==> config.mk <==
export PLATFORM = sky130hd
export DESIGN_NAME = condition_flags_unit
export DESIGN_NICKNAME = d
export VERILOG_FILES = /design/src/rtl/condition_flags_unit.sv
export SDC_FILE = /design/constraint.sdc
export NUM_CORES = 1
export LEC_CHECK = 0
export CORE_AREA = 2 2 128 130
export CTS_CLUSTER_DIAMETER = 60
export DETAILED_ROUTE_END_ITERATION = 8
export DIE_AREA = 0 0 130 132
export MAX_ROUTING_LAYER = met4
export PLACE_DENSITY = 0.55
export SKIP_CTS_REPAIR_TIMING = 1
export SYNTH_ARGS = -nofsm -noshare
export SYNTH_HDL_FRONTEND = slang
export SYNTH_SLANG_ARGS = --single-unit
==> constraint.sdc <==
create_clock -name clk -period 7.7 [get_ports clk]
set_clock_uncertainty 0.05 [all_clocks]
set_input_delay 2.31 -clock clk [delete_from_list [all_inputs] [get_ports clk]]
set_output_delay 2.31 -clock clk [all_outputs]
set_load 0.05 [all_outputs]
==> src/rtl/condition_flags_unit.sv <==
// Execute-stage NZCV flag register and branch resolver (B.cond, CBZ, CBNZ).
// Latency: one cycle from inputs to flags and branch_taken (both registered).
// Backpressure: stall freezes all state; flush squashes the instruction and clears branch_taken.
//
// Parameters:
//   WIDTH         operand/result width (defaults to `WORD = 64)
// Optional feature macro:
//   FLAG_BYPASS_EN  when defined, a B.cond in the same cycle as a flag-setting
//                   instruction evaluates against the freshly computed flags.
// Ports:
//   clk, reset          clock and synchronous active-high reset
//   a_in, b_in          ALU operands (same values the ALU sees)
//   alu_control         ALU operation code (`ALU_ADD/SUB/AND/ORR/PASS)
//   alu_result, zero    ALU result and zero indication
//   set_flags           instruction writes NZCV
//   cond_valid, cond    B.cond request and its condition code
//   cbz, cbnz           compare-and-branch requests (use zero)
//   stall, flush        pipeline hold / squash
//   flags               registered {N,Z,C,V}
//   branch_taken        registered branch decision for EX/MEM

`ifndef WORD
`define WORD 64
`endif
`ifndef ALU_AND
`define ALU_AND  4'b0000
`endif
`ifndef ALU_ORR
`define ALU_ORR  4'b0001
`endif
`ifndef ALU_ADD
`define ALU_ADD  4'b0010
`endif
`ifndef ALU_SUB
`define ALU_SUB  4'b0110
`endif
`ifndef ALU_PASS
`define ALU_PASS 4'b0111
`endif

module condition_flags_unit #(
  parameter int WIDTH = `WORD
) (
  input  logic             clk,
  input  logic             reset,
  input  logic [WIDTH-1:0] a_in,
  input  logic [WIDTH-1:0] b_in,
  input  logic [3:0]       alu_control,
  input  logic [WIDTH-1:0] alu_result,
  input  logic             zero,
  input  logic             set_flags,
  input  logic             cond_valid,
  input  logic [3:0]       cond,
  input  logic             cbz,
  input  logic             cbnz,
  input  logic             stall,
  input  logic             flush,
  output logic [3:0]       flags,
  output logic             branch_taken
);

  logic [3:0] flags_q, flags_d;
  logic       branch_taken_q, branch_taken_d;
  logic [3:0] next_flags;
  logic [3:0] eval_flags;
  logic       taken;

  logic res_msb, a_msb, b_msb;
  logic flag_n, flag_z, flag_c, flag_v;

  assign res_msb = alu_result[WIDTH-1];
  assign a_msb   = a_in[WIDTH-1];
  assign b_msb   = b_in[WIDTH-1];

  // Condition-code evaluation against a {N,Z,C,V} vector.
  function automatic logic cond_eval(input logic [3:0] c, input logic [3:0] f);
    logic n, z, cy, v;
    logic r;
    n  = f[3];
    z  = f[2];
    cy = f[1];
    v  = f[0];
    r  = 1'b0;
    unique case (c)
      4'b0000: r = z;
      4'b0001: r = !z;
      4'b0010: r = cy;
      4'b0011: r = !cy;
      4'b0100: r = n;
      4'b0101: r = !n;
      4'b0110: r = v;
      4'b0111: r = !v;
      4'b1000: r = cy & !z;
      4'b1001: r = !(cy & !z);
      4'b1010: r = (n == v);
      4'b1011: r = (n != v);
      4'b1100: r = !z & (n == v);
      4'b1101: r = !(!z & (n == v));
      default: r = 1'b1;
    endcase
    return r;
  endfunction

  // Next flags from the current ALU operation.
  always_comb begin
    flag_n = res_msb;
    flag_z = (alu_result == '0);
    flag_c = 1'b0;
    flag_v = 1'b0;
    case (alu_control)
      `ALU_ADD: begin
        // Carry out of a+b occurs exactly when a exceeds the complement of b.
        flag_c = (a_in > ~b_in);
        flag_v = (a_msb == b_msb) && (res_msb != a_msb);
      end
      `ALU_SUB: begin
        // ARM carry on subtract is "no borrow".
        flag_c = (a_in >= b_in);
        flag_v = (a_msb != b_msb) && (res_msb != a_msb);
      end
      default: begin
        flag_c = 1'b0;
        flag_v = 1'b0;
      end
    endcase
    next_flags = {flag_n, flag_z, flag_c, flag_v};
  end

`ifdef FLAG_BYPASS_EN
  assign eval_flags = set_flags ? next_flags : flags_q;
`else
  // The pipeline spaces a dependent B.cond at least one cycle after set_flags.
  assign eval_flags = flags_q;
`endif

  // Branch resolution; CBZ wins over CBNZ, which wins over B.cond.
  always_comb begin
    taken = 1'b0;
    if (cbz)
      taken = zero;
    else if (cbnz)
      taken = !zero;
    else if (cond_valid)
      taken = cond_eval(cond, eval_flags);
  end

  always_comb begin
    flags_d        = flags_q;
    branch_taken_d = branch_taken_q;
    if (set_flags && !stall && !flush)
      flags_d = next_flags;
    if (flush)
      branch_taken_d = 1'b0;
    else if (!stall)
      branch_taken_d = taken;
  end

  always_ff @(posedge clk) begin
    if (reset) begin
      flags_q        <= 4'b0000;
      branch_taken_q <= 1'b0;
    end else begin
      flags_q        <= flags_d;
      branch_taken_q <= branch_taken_d;
    end
  end

  assign flags        = flags_q;
  assign branch_taken = branch_taken_q;

endmodule
* Word-level counts from Yosys, hierarchy flattened
Index checks and enable logic that the tools add are counted.
** Storage, ports and cells
- Word-level logic and storage cells :: 49
- Register bits :: 5
** Cells by class
- Mux-type cells :: 6
- Bitwise operators :: 3
- Reductions and logical operators :: 16
- Magnitude comparators :: 2
- Equality and inequality tests :: 20
** Operators with widths (count)
- 64-bit >= comparator :: 1
- 64-bit > comparator :: 1
- 64-bit zero test :: 1
- 64-bit NOT :: 1
- 4-bit equality test (second input constant) :: 6
- 4-bit by 3-bit equality test with 1-bit output (second input constant) :: 5
- 1-bit case mux with 14 select lines :: 1
- 4-bit by 2-bit equality test with 1-bit output (second input constant) :: 3
- 1-bit zero test :: 9
- 4-bit by 1-bit equality test with 1-bit output (second input constant) :: 1
- 1-bit logical AND :: 4
- 4-bit zero test :: 1
- 1-bit case mux with 2 select lines :: 2
- 1-bit two-way mux :: 3
- 1-bit inequality test :: 3
- 1-bit bitwise AND :: 2
- 1-bit equality test :: 2
- 2-bit OR reduction :: 1

* Longest topological paths before layout
Gate-level depths: netlist of the first run.
- Depth in word-level cells :: 7
- Depth in mapped cells :: 9
- Mapped depth without buffers :: 9

* Worst setup path after synthesis of the first run
No wires, ideal clock.
- Path type :: in2reg
- Start :: in b_in[63]
- End :: reg flags_q[1], in the netlist flags[1]
- Required time :: 7528 ps
- Cell stages on the path :: 9
- Setup time :: 122 ps
- Slack :: 3495 ps
- Arrival time :: 4033 ps
- Path buffers :: 0
- Path through :: inv_1 ha_1 nor4_4 nand4_1 nor4_2 a311oi_1 a21oi_1 a311oi_1 a311o_1
** On the way
- Word-level cells in the longest chain between the ends :: 3
** RTL lines
- from (decl) :: line 47 : input logic [WIDTH-1:0] b_in,
- 64-bit NOT :: line 113 : flag_c = (a_in > ~b_in);
- 64-bit > comparator :: line 113
- 1-bit case mux with 2 select lines (*) :: line 110 : case (alu_control)
- to (signal assigned) :: line 163 : flags_q <= flags_d;
- to (decl) :: line 62 : logic [3:0] flags_q, flags_d;
Mark *: on every way between the ends. The rest lies on a longest branch, timed or not.
A chain may end at the register's enable or synchronous reset.

* Final worst setup path of the first run
Same ends and word-level chain as after synthesis.

==> results of run 1 <==
==> final timing paths <==
| kind | start | slack [ps] | end | cells past startpoint |
|---|---|---|---|---|
| worst max-delay path | b_in[63] | 2740 | flags[1] | 10 |
| worst min-delay path | branch_taken | 420 | branch_taken | 2 |
| worst max register to register | flags[1] | 5800 | branch_taken | 6 |
| worst min register to register | branch_taken | 420 | branch_taken | 2 |
==> cell type report <==
type / count / area [um2] / share of cell area (%)
multi-input cells: 361 / 3120 / 51.8
well taps: 216 / 270 / 4.49
flip-flops and latches: 5 / 100 / 1.66
clock buffers: 4 / 78.8 / 1.31
repair buffers: 213 / 2130 / 35.4
inverters: 86 / 323 / 5.36
==> layer usage <==
metal / up-vias / track usage, % / wire [um]
met5: - / - / 0
met4: 0 / 2.09 / 117
met3: 6 / 2.84 / 939
met2: 134 / 28.1 / 6420
met1: 1810 / 15.4 / 4940
li1: 2073 / - / -
==> through the flow <==
step	worst slack [ps]	area, um2	cells
final	2740	6020	885
after global routing	2480	6020	885
after CTS	2630	6020	885
after detailed placement	2390	5940	881
after global placement	2430	5940	881
after floorplan	3500	3550	453
==> tightest hold or removal path: cells and delay by family (launching register included) <==
family,cells,cell delay [ps]
AOI/OAI and AO/OA,1,70
buffers and inverters,1,40
DFF,1,300
==> registers in the layout, summed over array words and instances, names as in the netlist <==
| name | flops |
|---|---|
| branch_taken | 1 |
| flags | 4 |
==> cell families (layout without fill, tap and decap cells) <==
| kind of cell | count (synthesis) | in the layout |
|---|---|---|
| AOI/OAI and AO/OA | 114 | 114 |
| xor gates and xnor gates | 6 | 6 |
| adders and majority gates | 128 | 128 |
| buffers and inverters | 87 | 303 |
| DFF | 5 | 5 |
| muxes | 2 | 2 |
| and+or+nand+nor | 111 | 111 |
==> power groups by stage <==
stage	sequential (W)	combinational, W	clock [W]
final	0.0000269	0.000266	0.0000868
after global routing	0.0000270	0.000299	0.0000923
after CTS	0.0000269	0.000269	0.0000900
after detailed placement	0.0000273	0.000267	0
after global placement	0.0000273	0.000262	0
after floorplan	0.0000288	0.000114	0
==> layout by cell type (no fill, tap or decap), drive strengths merged, types with 2 or more instances in the layout <==
master and n:
nand2 8, o31ai 3, a311oi 2, nor2 26
nor4 34, inv 86, a32oi 2, nand2b 2
a221oi 6, a21boi 2, and4 2, xor2 5
nor2b 9, o21bai 11, a21o 18, a211oi 5
nand3 3, nor3b 3, o2111ai 2, nand4 17
ha 128, a2111oi 2, o21ai 15, dfxtp 5
a41o 2, clkdlybuf4s50 213, clkbuf 4, nor3 2
a21oi 35
==> run summary, run 1 <==
The leftover overflow at the end of global routing was 0; the total leakage power was 2.81 nW. The count of buffers added on input and output ports is 213. The run gives 2.82% as the share of the yosys chip area belonging to registers. For the peak clock frequency supported by timing, the log shows 0.202 GHz.

0 antenna diodes ended up in the layout. The critical path in this run is classified as input pin to flip-flop. The die covers 17200 um2.

The class of the tightest hold or removal check is flip-flop to flip-flop. After clock tree synthesis, the clock-pin slew on the worst setup and hold paths is 30 ps. In the synthesized netlist the dominant register cell turns out to be sky130_fd_sc_hd__dfxtp_1. After synthesis, the largest area contributor takes up 45.1% of total cell area.

The basic-gate share of the synthesized area counting and, or, nand and nor cells came out at 18.9%. In the final timing run, aggregate negative setup slack is 0 ps. By area the synthesized netlist is led by sky130_fd_sc_hd__ha_1, sky130_fd_sc_hd__inv_1, sky130_fd_sc_hd__nor4_1.

VDD sags by at most 0.0561 mV. The number of antenna violations at the first check in global routing was 0. After detailed routing, the number of vias per cell comes to 4.55. The number of synthesized flops with an enable pin is 0, and the final routed DRC violation total is 0. The final-report hold violation count came out at 0. Data on the critical path is required at its endpoint by 7760 ps. Global routing consumed, over all layers together, 14.6% of the routing resources. Clock tree synthesis selected as its root buffer the cell sky130_fd_sc_hd__clkbuf_16.

Among the stages of the critical path, the cell type that occurs most often is sky130_fd_sc_hd__a311oi_1. The signal on the critical path passes through clkdlybuf4s50_1 > inv_1 > ha_1 > nor4_4 > nand4_1 > nor4_2 > a311oi_1 > a21oi_1 > a311oi_1 > a311o_1. The floorplan die height works out to 132 um.

Of the post-synthesis cell area, the part taken by muxes is 0.916%. The tools report the total count of max-transition violations in the final report as 0. The synthesized netlist devotes 21.4% of its cell area to compound gates. Together, buffers and inverters on the worst path number 2. The detailed router finished its first iteration with 98 violations. The layout has 1621 filler cells.

The post-route netlist has 1.79% of its cells at a drive strength greater than 1. Sequential power share: 7.1%. At the later pin of the worst-skew pair, clock insertion delay measures 230 ps. During synthesis, Yosys emitted a total of 0 warnings. The die outline width was 130 um; the internal power component was 0.000252 W.

The initial standard-cell utilization of the core came out at 22.6%. The maximum clock path buffer count was 2. Setup violations remaining at the end of the flow were counted as 0. The largest single stage delay on the critical path is 500 ps. Setup repair after global routing left no endpoint under its margin. The tools report the total wire length as 12400 um. Summing the areas of all fa, ha and maj instances in the mapped netlist gives 45.1% of the synthesized area. Net switching power: 0.000128 W. The run gives 4278 as the via count of the first global-routing pass.

The first global-routing pass estimated 19900 um of wire. The logs give 1 for the H-tree depth reported by CTS and 5 for the TritonCTS sink count. The via count is 4023. The run finished with clean final reports.

For this design, the slowest cell found on the critical path is sky130_fd_sc_hd__clkdlybuf4s50_1. The total power divided by cell area was 63.1 nW/um2; the area of the mapped netlist was 3550 um2. The worst setup path is launched from an input pin.

The worst setup path is captured at a flip-flop. The run gives 48 as the distinct cell type count after synthesis. Measured against its own limit, the worst slew margin works out to 61.8%. The tools report the total power of the final layout as 0.000380 W. The run gives 4 as the count of TritonRoute iterations in the first routing pass. The initialized floorplan defines 46 standard-cell rows.

The measured slew at the worst slew-check pin was 567 ps; the number of nets with antenna violations after detailed routing was 0. The tools report the critical path arrival as 5020 ps. The shortest clock period the worst path allows after layout was 4960 ps. The wire-length estimate of the detail-placed layout is 11400 um.

Relative to the synthesized area, the layout overhead comes to 69.6%. Final clock period utilization by the worst path: 64.4%. After synthesis, the share of flip-flops with an asynchronous set or reset is 0%. By area, the combinational part of the netlist is dominated by adder cells. The logs give 3 for the number of buffers inserted during clock tree synthesis and 15700 um2 for the core region area. When the netlist entered floorplanning its net count stood at 790. For the share of total power in combinational logic, the log shows 70.1%. The largest net degree at the start of global routing is 8, and the post-synthesis instance total is 453. The fraction of power spent switching nets was 33.7%; the maximum fanout along the worst path was 5.

On the final layout, the worst hold slack is 420 ps. Counting instances in the post-synthesis netlist gives the leading cell types as sky130_fd_sc_hd__ha_1, sky130_fd_sc_hd__inv_1, sky130_fd_sc_hd__a21oi_1. The cell class contributing the biggest share of worst-path delay was simple AND/OR/NAND/NOR gates. At the end of routability-driven placement, the weighted congestion stood at 0.817. The number of max-capacitance violations reported came out at 0. In this run, synthesis produced a sequential element count of 5.

Fraction of synthesized cell area in xor and xnor cells: 1.48%. After the last flow step, the layout net total stands at 1007. Top cell type by total area after synthesis: sky130_fd_sc_hd__ha_1. The post-synthesis area per instance works out to 7.84 um2.

The most common cell in the synthesized netlist was sky130_fd_sc_hd__ha_1. The relative contribution of the clock network to total power is 22.8%. TritonCTS built the clock tree.

In the final routed layout, each cell accounts on average for 14.0 um. For this design the top-level I/O count stands at 214. The final core utilization came out at 38.3%.
(Power assumes the default switching activity.)
==> inputs of run 2 (changes only) <==
Clock period 7.7 ns to 4.79 ns, I/O delays scaled along.
==> run 2 against run 1 <==
Compared with the run above: register-to-register slack got worse by 2900 ps; global-route usage is 0.42 points lower; sequential cell count unchanged; combinational power up 62%; first-iteration DRC count rose by 20%; clock power grew 61%; via count shrank 0.77%; design area up 0.25%; final cell count rose by 0.23%; die area did not move; wire length up 0.44%; critical path type unchanged; critical endpoint unchanged; largest cell class unchanged.
==> run summary, run 2 (same netlist as run 1, synthesis figures left out) <==
Dividing the detail-routed wire length by the instance count gives 14.1 um. In this run the tool buffered the top-level ports with 213 buffer cells. For the total number of placement rows, the log shows 46. The tools report the initial standard-cell utilization of the core as 22.6%. Once layout is complete, the cells apart from fillers number 887.

The total count of max-transition violations in the final report is 0, and the worst slew margin relative to its limit is 57.2%. IR analysis of the VDD net gives a maximum drop of 0.0808 mV. The H-tree depth reported by CTS came out at 1. During I/O placement, the number of pins put on the boundary was 214. The run gives 4850 ps as the required arrival time at the worst endpoint. The worst register-to-register path has a setup slack of 2870 ps. The number of antenna violations at the first check in global routing is 0, and the final clock period utilization by the worst path is 85.5%.

The flow ran to the end, and the final reports show no timing, DRC or antenna violations. The final-report hold violation count was 0. The top cell types in the final layout, fill and taps aside, are sky130_fd_sc_hd__clkdlybuf4s50_1, sky130_fd_sc_hd__ha_1, sky130_fd_sc_hd__inv_1. The shortest clock period the worst path allows after layout works out to 4100 ps.

Summed over all nets, the half-perimeter wirelength after detailed placement is 11400 um. The tools report the number of max-capacitance violations reported as 0. Fraction of layout instances using a drive strength above 1: 2.09%.

Global routing finished with a remaining overflow of 0. The run gives 5 as the TritonCTS sink count. The tightest min-delay check is of the flip-flop to flip-flop type. The total power divided by cell area was 101 nW/um2. The longest clock path from root to sink contains 2 buffers.

After detailed routing, the number of remaining DRC violations is 0. The worst setup path is launched from an input pin. Clock latency on the worst-skew pair, taken at its later pin, is 230 ps. The logs give 5960 um2 for the placed instance area and 0 for the number of antenna cells inserted. Summed over all cells, the static leakage comes to 2.82 nW.

The first global-routing pass estimated 19200 um of wire. Via count: 3992. The die covers 17200 um2.

Summed over all nets, wire length on met3 after detailed routing comes to 1010 um. The tools report the total wire length as 12500 um. The logs give 38.4% for the final core utilization and 0.796 for the final weighted congestion in routability-driven placement. Maximum fanout along the worst path: 5. The register with the most flip-flops in the layout has 4 of them. Summed over all failing endpoints, the final setup total negative slack is 0 ps. The final layout contains 1009 nets. By startpoint and endpoint, the worst setup path is classified as input pin to flip-flop.

The top metal layer carrying routed signals was met4. For the global-route usage over all layers, the log shows 14.2%. The commonest non-fill, non-tap cell in the layout is sky130_fd_sc_hd__clkdlybuf4s50_1. Sort of element at the end of the critical path: a flip-flop. The peak clock frequency supported by timing was 0.244 GHz. Clock-pin slew of the registers on the worst-case setup and hold paths: 40 ps.

Including well taps, the total number of placed cells is 883. The logs give 4920 um for the detailed-routing wirelength on met1 and 0 for the number of nets with antenna violations after detailed routing. The die is 132 um tall. The root buffer cell chosen for the clock tree is sky130_fd_sc_hd__clkbuf_16. For this block, the initial DRC count from the detailed router was 118. Setup repair after global routing left no endpoint under its margin. The worst hold slack is 422 ps. Setup-violating endpoint count in the final report: 0. The layout overhead on the synthesized area came out at 70.0%. In the detailed route, the total length drawn on met2 is 6430 um.

After routing the design area is 6040 um2. At the pin with the least slew margin, the transition time is 636 ps. Entering global routing, the biggest net connects 8 pins. TritonCTS built the clock tree. The core region area was 15700 um2; the via count of the first global-routing pass was 4226. The die outline width is 130 um. Before antenna repair, the detailed router went through 4 iterations. Using the TritonRoute via totals, the vias-per-cell ratio works out to 4.50.

At the worst endpoint, the arrival time is 4160 ps. The run gives 3 as the number of buffers inserted during clock tree synthesis.
==> run 2: path summary, 6_finish.rpt <==
path,start,cells past startpoint,endpoint
worst max register to register,flags[1],6,branch_taken
worst max-delay path,b_in[63],10,flags[1]
worst min-delay path,branch_taken,2,branch_taken
worst min register to register,branch_taken,2,branch_taken
==> run 2: per-layer routing <==
metal	vias up	track usage, %
met2	140	27.8
met4	0	1.73
met3	6	2.96
met5	-	-
li1	2076	-
met1	1770	14.5
==> run 2: report_power, final <==
| group | internal (W) | switching, W |
|---|---|---|
| Clock | 0.000110 | 0.0000290 |
| Combinational | 0.000253 | 0.000177 |
| Sequential | 0.0000426 | 0.000000698 |
| Total | 0.000406 | 0.000207 |
==> run 2: critical path, stage by stage <==
cell and delay (ps):
sky130_fd_sc_hd__clkdlybuf4s50_1 510, sky130_fd_sc_hd__inv_1 50, sky130_fd_sc_hd__ha_1 370, sky130_fd_sc_hd__nor4_4 390, sky130_fd_sc_hd__nand4_1 250, sky130_fd_sc_hd__nor4_2 500
sky130_fd_sc_hd__a311oi_1 150, sky130_fd_sc_hd__a21oi_1 150, sky130_fd_sc_hd__a311oi_1 60, sky130_fd_sc_hd__a311o_1 280
==> run 2: area by class of cell <==
class | instances | area (um2)
multi-input cells | 361 | 3120
flip-flops and latches | 5 | 100
clock buffers | 4 | 78.8
repair buffers | 215 | 2150
inverters | 86 | 323
fillers | 1602 | 9680
well taps | 216 | 270
==> run 2: per-stage QoR <==
stage | power [W] | setup WS, ps
floorplan | 0.000229 | 1460
global placement | 0.000467 | 428
detailed placement | 0.000476 | 351
CTS | 0.000620 | 588
global route | 0.000671 | 477
finish | 0.000612 | 693
==> inputs of run 3 (changes only) <==
Settings changed: CORE_AREA 2 2 128 130 to 4 4 130 132, CTS_BUF_LIST from default to sky130_fd_sc_hd__clkbuf_4 sky130_fd_sc_hd__clkbuf_8, DIE_AREA 0 0 130 132 to 0 0 134 136.
==> run 3 against run 2 <==
Compared with the run above: die area rose by 6.2%; worst hold slack improved by 7.6 ps; final cell count did not move; worst setup slack improved by 4.6 ps; via count fell by 0.43%; sequential power barely moved; maximum frequency rose by 0.11%; design area fell by 0.50%.
==> run summary, run 3 (same netlist as run 1, synthesis figures left out) <==
The flow ran to the end, and the final reports show no timing, DRC or antenna violations. The run gives 0 as the number of antenna violations at the first check in global routing. The number of max-capacitance violations reported was 0. Sort of element at the end of the critical path: a flip-flop.

The layout overhead on the synthesized area was 69.1%. At the pin with the least slew margin, the transition time is 588 ps. After detailed routing, the average wire length per cell comes to 14.3 um. The clock-pin slew of the registers on the worst-case setup and hold paths works out to 40 ps.

The via count of the first global-routing pass was 4150. The run gives 0.244 GHz as the peak clock frequency supported by timing. The worst slew margin relative to its limit was 60.4%.

The commonest non-fill, non-tap cell in the layout is sky130_fd_sc_hd__clkdlybuf4s50_1. The logs give 0.0477 mV for the peak ir drop on the vdd network and 0 for the setup-violating endpoint count in the final report. TritonCTS created 3 clock buffers. The boundary pin count was 214; the shortest clock period the worst path allows after layout was 4090 ps. Class of the tightest hold or removal check: flip-flop to flip-flop. The run gives 11800 um as the total half-perimeter wirelength after legalization and detailed placement. The worst setup path is launched from an input pin.

Dividing the final minimum period by the clock period gives 85.4%. TritonCTS built the clock tree. The final-report hold violation count was 0. The fraction of layout instances using a drive strength above 1 is 2.24%, and the final routed DRC violation total is 0. The count of buffers inserted at the top-level ports was 213; the detailed router's first-iteration violation count was 77. For the total number of placement rows, the log shows 46.

Critical path start-end classification: input pin to flip-flop. The die is 136 um tall. The TritonCTS sink count came out at 5. Across every metal layer, demand over resource in global routing totals 13.4%. For this block, the routed nets add up to 12700 um of wire. The register with the most flip-flops in the layout has 4 of them. The final weighted congestion in routability-driven placement came out at 0.767.

The number of antenna cells inserted was 0; the count of TritonRoute iterations in the first routing pass was 4. The critical path arrival is 4150 ps. The via count is 3975, and the total leakage power is 2.81 nW. The net count reported at finish was 1009. Counting along the longest clock path gives a buffer depth of 2. Power spread over the standard cell area amounts to 93.2 nW/um2.

The floorplan step set the die width to 134 um. For the H-tree depth reported by CTS, the log shows 1. The run gives 0 as the number of nets with antenna violations after detailed routing. The total power of the final layout was 0.000560 W. Setup repair after global routing left no endpoint under its margin. The filler cells instantiated in the layout total 1620.

The largest net degree at the start of global routing came out at 8. The cell chosen for the clock root is sky130_fd_sc_hd__clkbuf_8. The latest clock arrival within the worst-skew pair was 220 ps; the area of the die was 18200 um2. The initial standard-cell utilization of the core came out at 22.6%.

Setup total negative slack on the finished layout was measured at 0 ps. The top cell types in the final layout, fill and taps aside, are sky130_fd_sc_hd__clkdlybuf4s50_1, sky130_fd_sc_hd__ha_1, sky130_fd_sc_hd__inv_1. STA puts the critical path data required time at 4850 ps.

In this run the worst path has a maximum fanout of 5. The first global-routing pass estimated 19500 um of wire. The tools report the total count of max-transition violations in the final report as 0.

The region available for standard cell placement spans 15700 um2. Global routing finished with a remaining overflow of 0. Dividing the detail-routed via count by the number of cells gives 4.48.
==> run 3: changes by cell type in the layout (fill, tap and decap cells not counted) <==
cell | before | now
sky130_fd_sc_hd__clkbuf_16 | 3 | 0
sky130_fd_sc_hd__clkbuf_8 | 0 | 3
sky130_fd_sc_hd__clkbuf_1 | 1 | 0
sky130_fd_sc_hd__clkbuf_4 | 0 | 1
==> run 3: per-stage QoR <==
step | worst slack [ps] | hold WS [ps] | utilization (%) | area (um2) | instances
6_report | 697 | 430 | 38.2 | 6010 | 887
5_1_grt | 472 | 463 | 38.2 | 6010 | 887
4_1_cts | 625 | 431 | 38.2 | 6010 | 887
3_5_place_dp | 390 | 425 | 37.9 | 5960 | 883
3_3_place_gp | 423 | 419 | 37.9 | 5960 | 883
2_1_floorplan | 1460 | 628 | - | 3550 | 453
==> run 3: per-layer routing <==
layer | track usage, % | vias up | part of all wire [%]
li1 | - | 2072 | -
met1 | 14.7 | 1759 | 41
met2 | 25.2 | 138 | 50
met3 | 2.44 | 6 | 7.2
met4 | 2.74 | 0 | 1.2
met5 | - | - | 0
==> run 3: power breakdown <==
part | switching [W] | internal (W) | total [W]
Combinational | 0.000176 | 0.000253 | 0.000429
Clock | 0.0000242 | 0.0000631 | 0.0000873
Sequential | 0.000000656 | 0.0000426 | 0.0000432
Total | 0.000201 | 0.000358 | 0.000560
==> run 3: worst paths after layout <==
check / startpoint / end / slack, ps / cells past startpoint
max: a_in[63] / flags[1] / 700 / 9
min reg2reg: branch_taken / branch_taken / 430 / 2
min: branch_taken / branch_taken / 430 / 2
max reg2reg: flags[1] / branch_taken / 2870 / 6
==> run 3: critical path, stage by stage <==
cell and delay (ps):
sky130_fd_sc_hd__clkdlybuf4s50_1 490, sky130_fd_sc_hd__ha_1 430, sky130_fd_sc_hd__nor4_4 390, sky130_fd_sc_hd__nand4_1 250, sky130_fd_sc_hd__nor4_2 490, sky130_fd_sc_hd__a311oi_1 150
sky130_fd_sc_hd__a21oi_1 150, sky130_fd_sc_hd__a311oi_1 70, sky130_fd_sc_hd__a311o_1 290
==> run 3: area by class of cell <==
type	instances	area, um2	area share, %
clock buffers	4	48.8	0.812
well taps	216	270	4.50
multi-input cells	361	3120	51.9
inverters	86	323	5.38
repair buffers	215	2150	35.8
flip-flops and latches	5	100	1.67
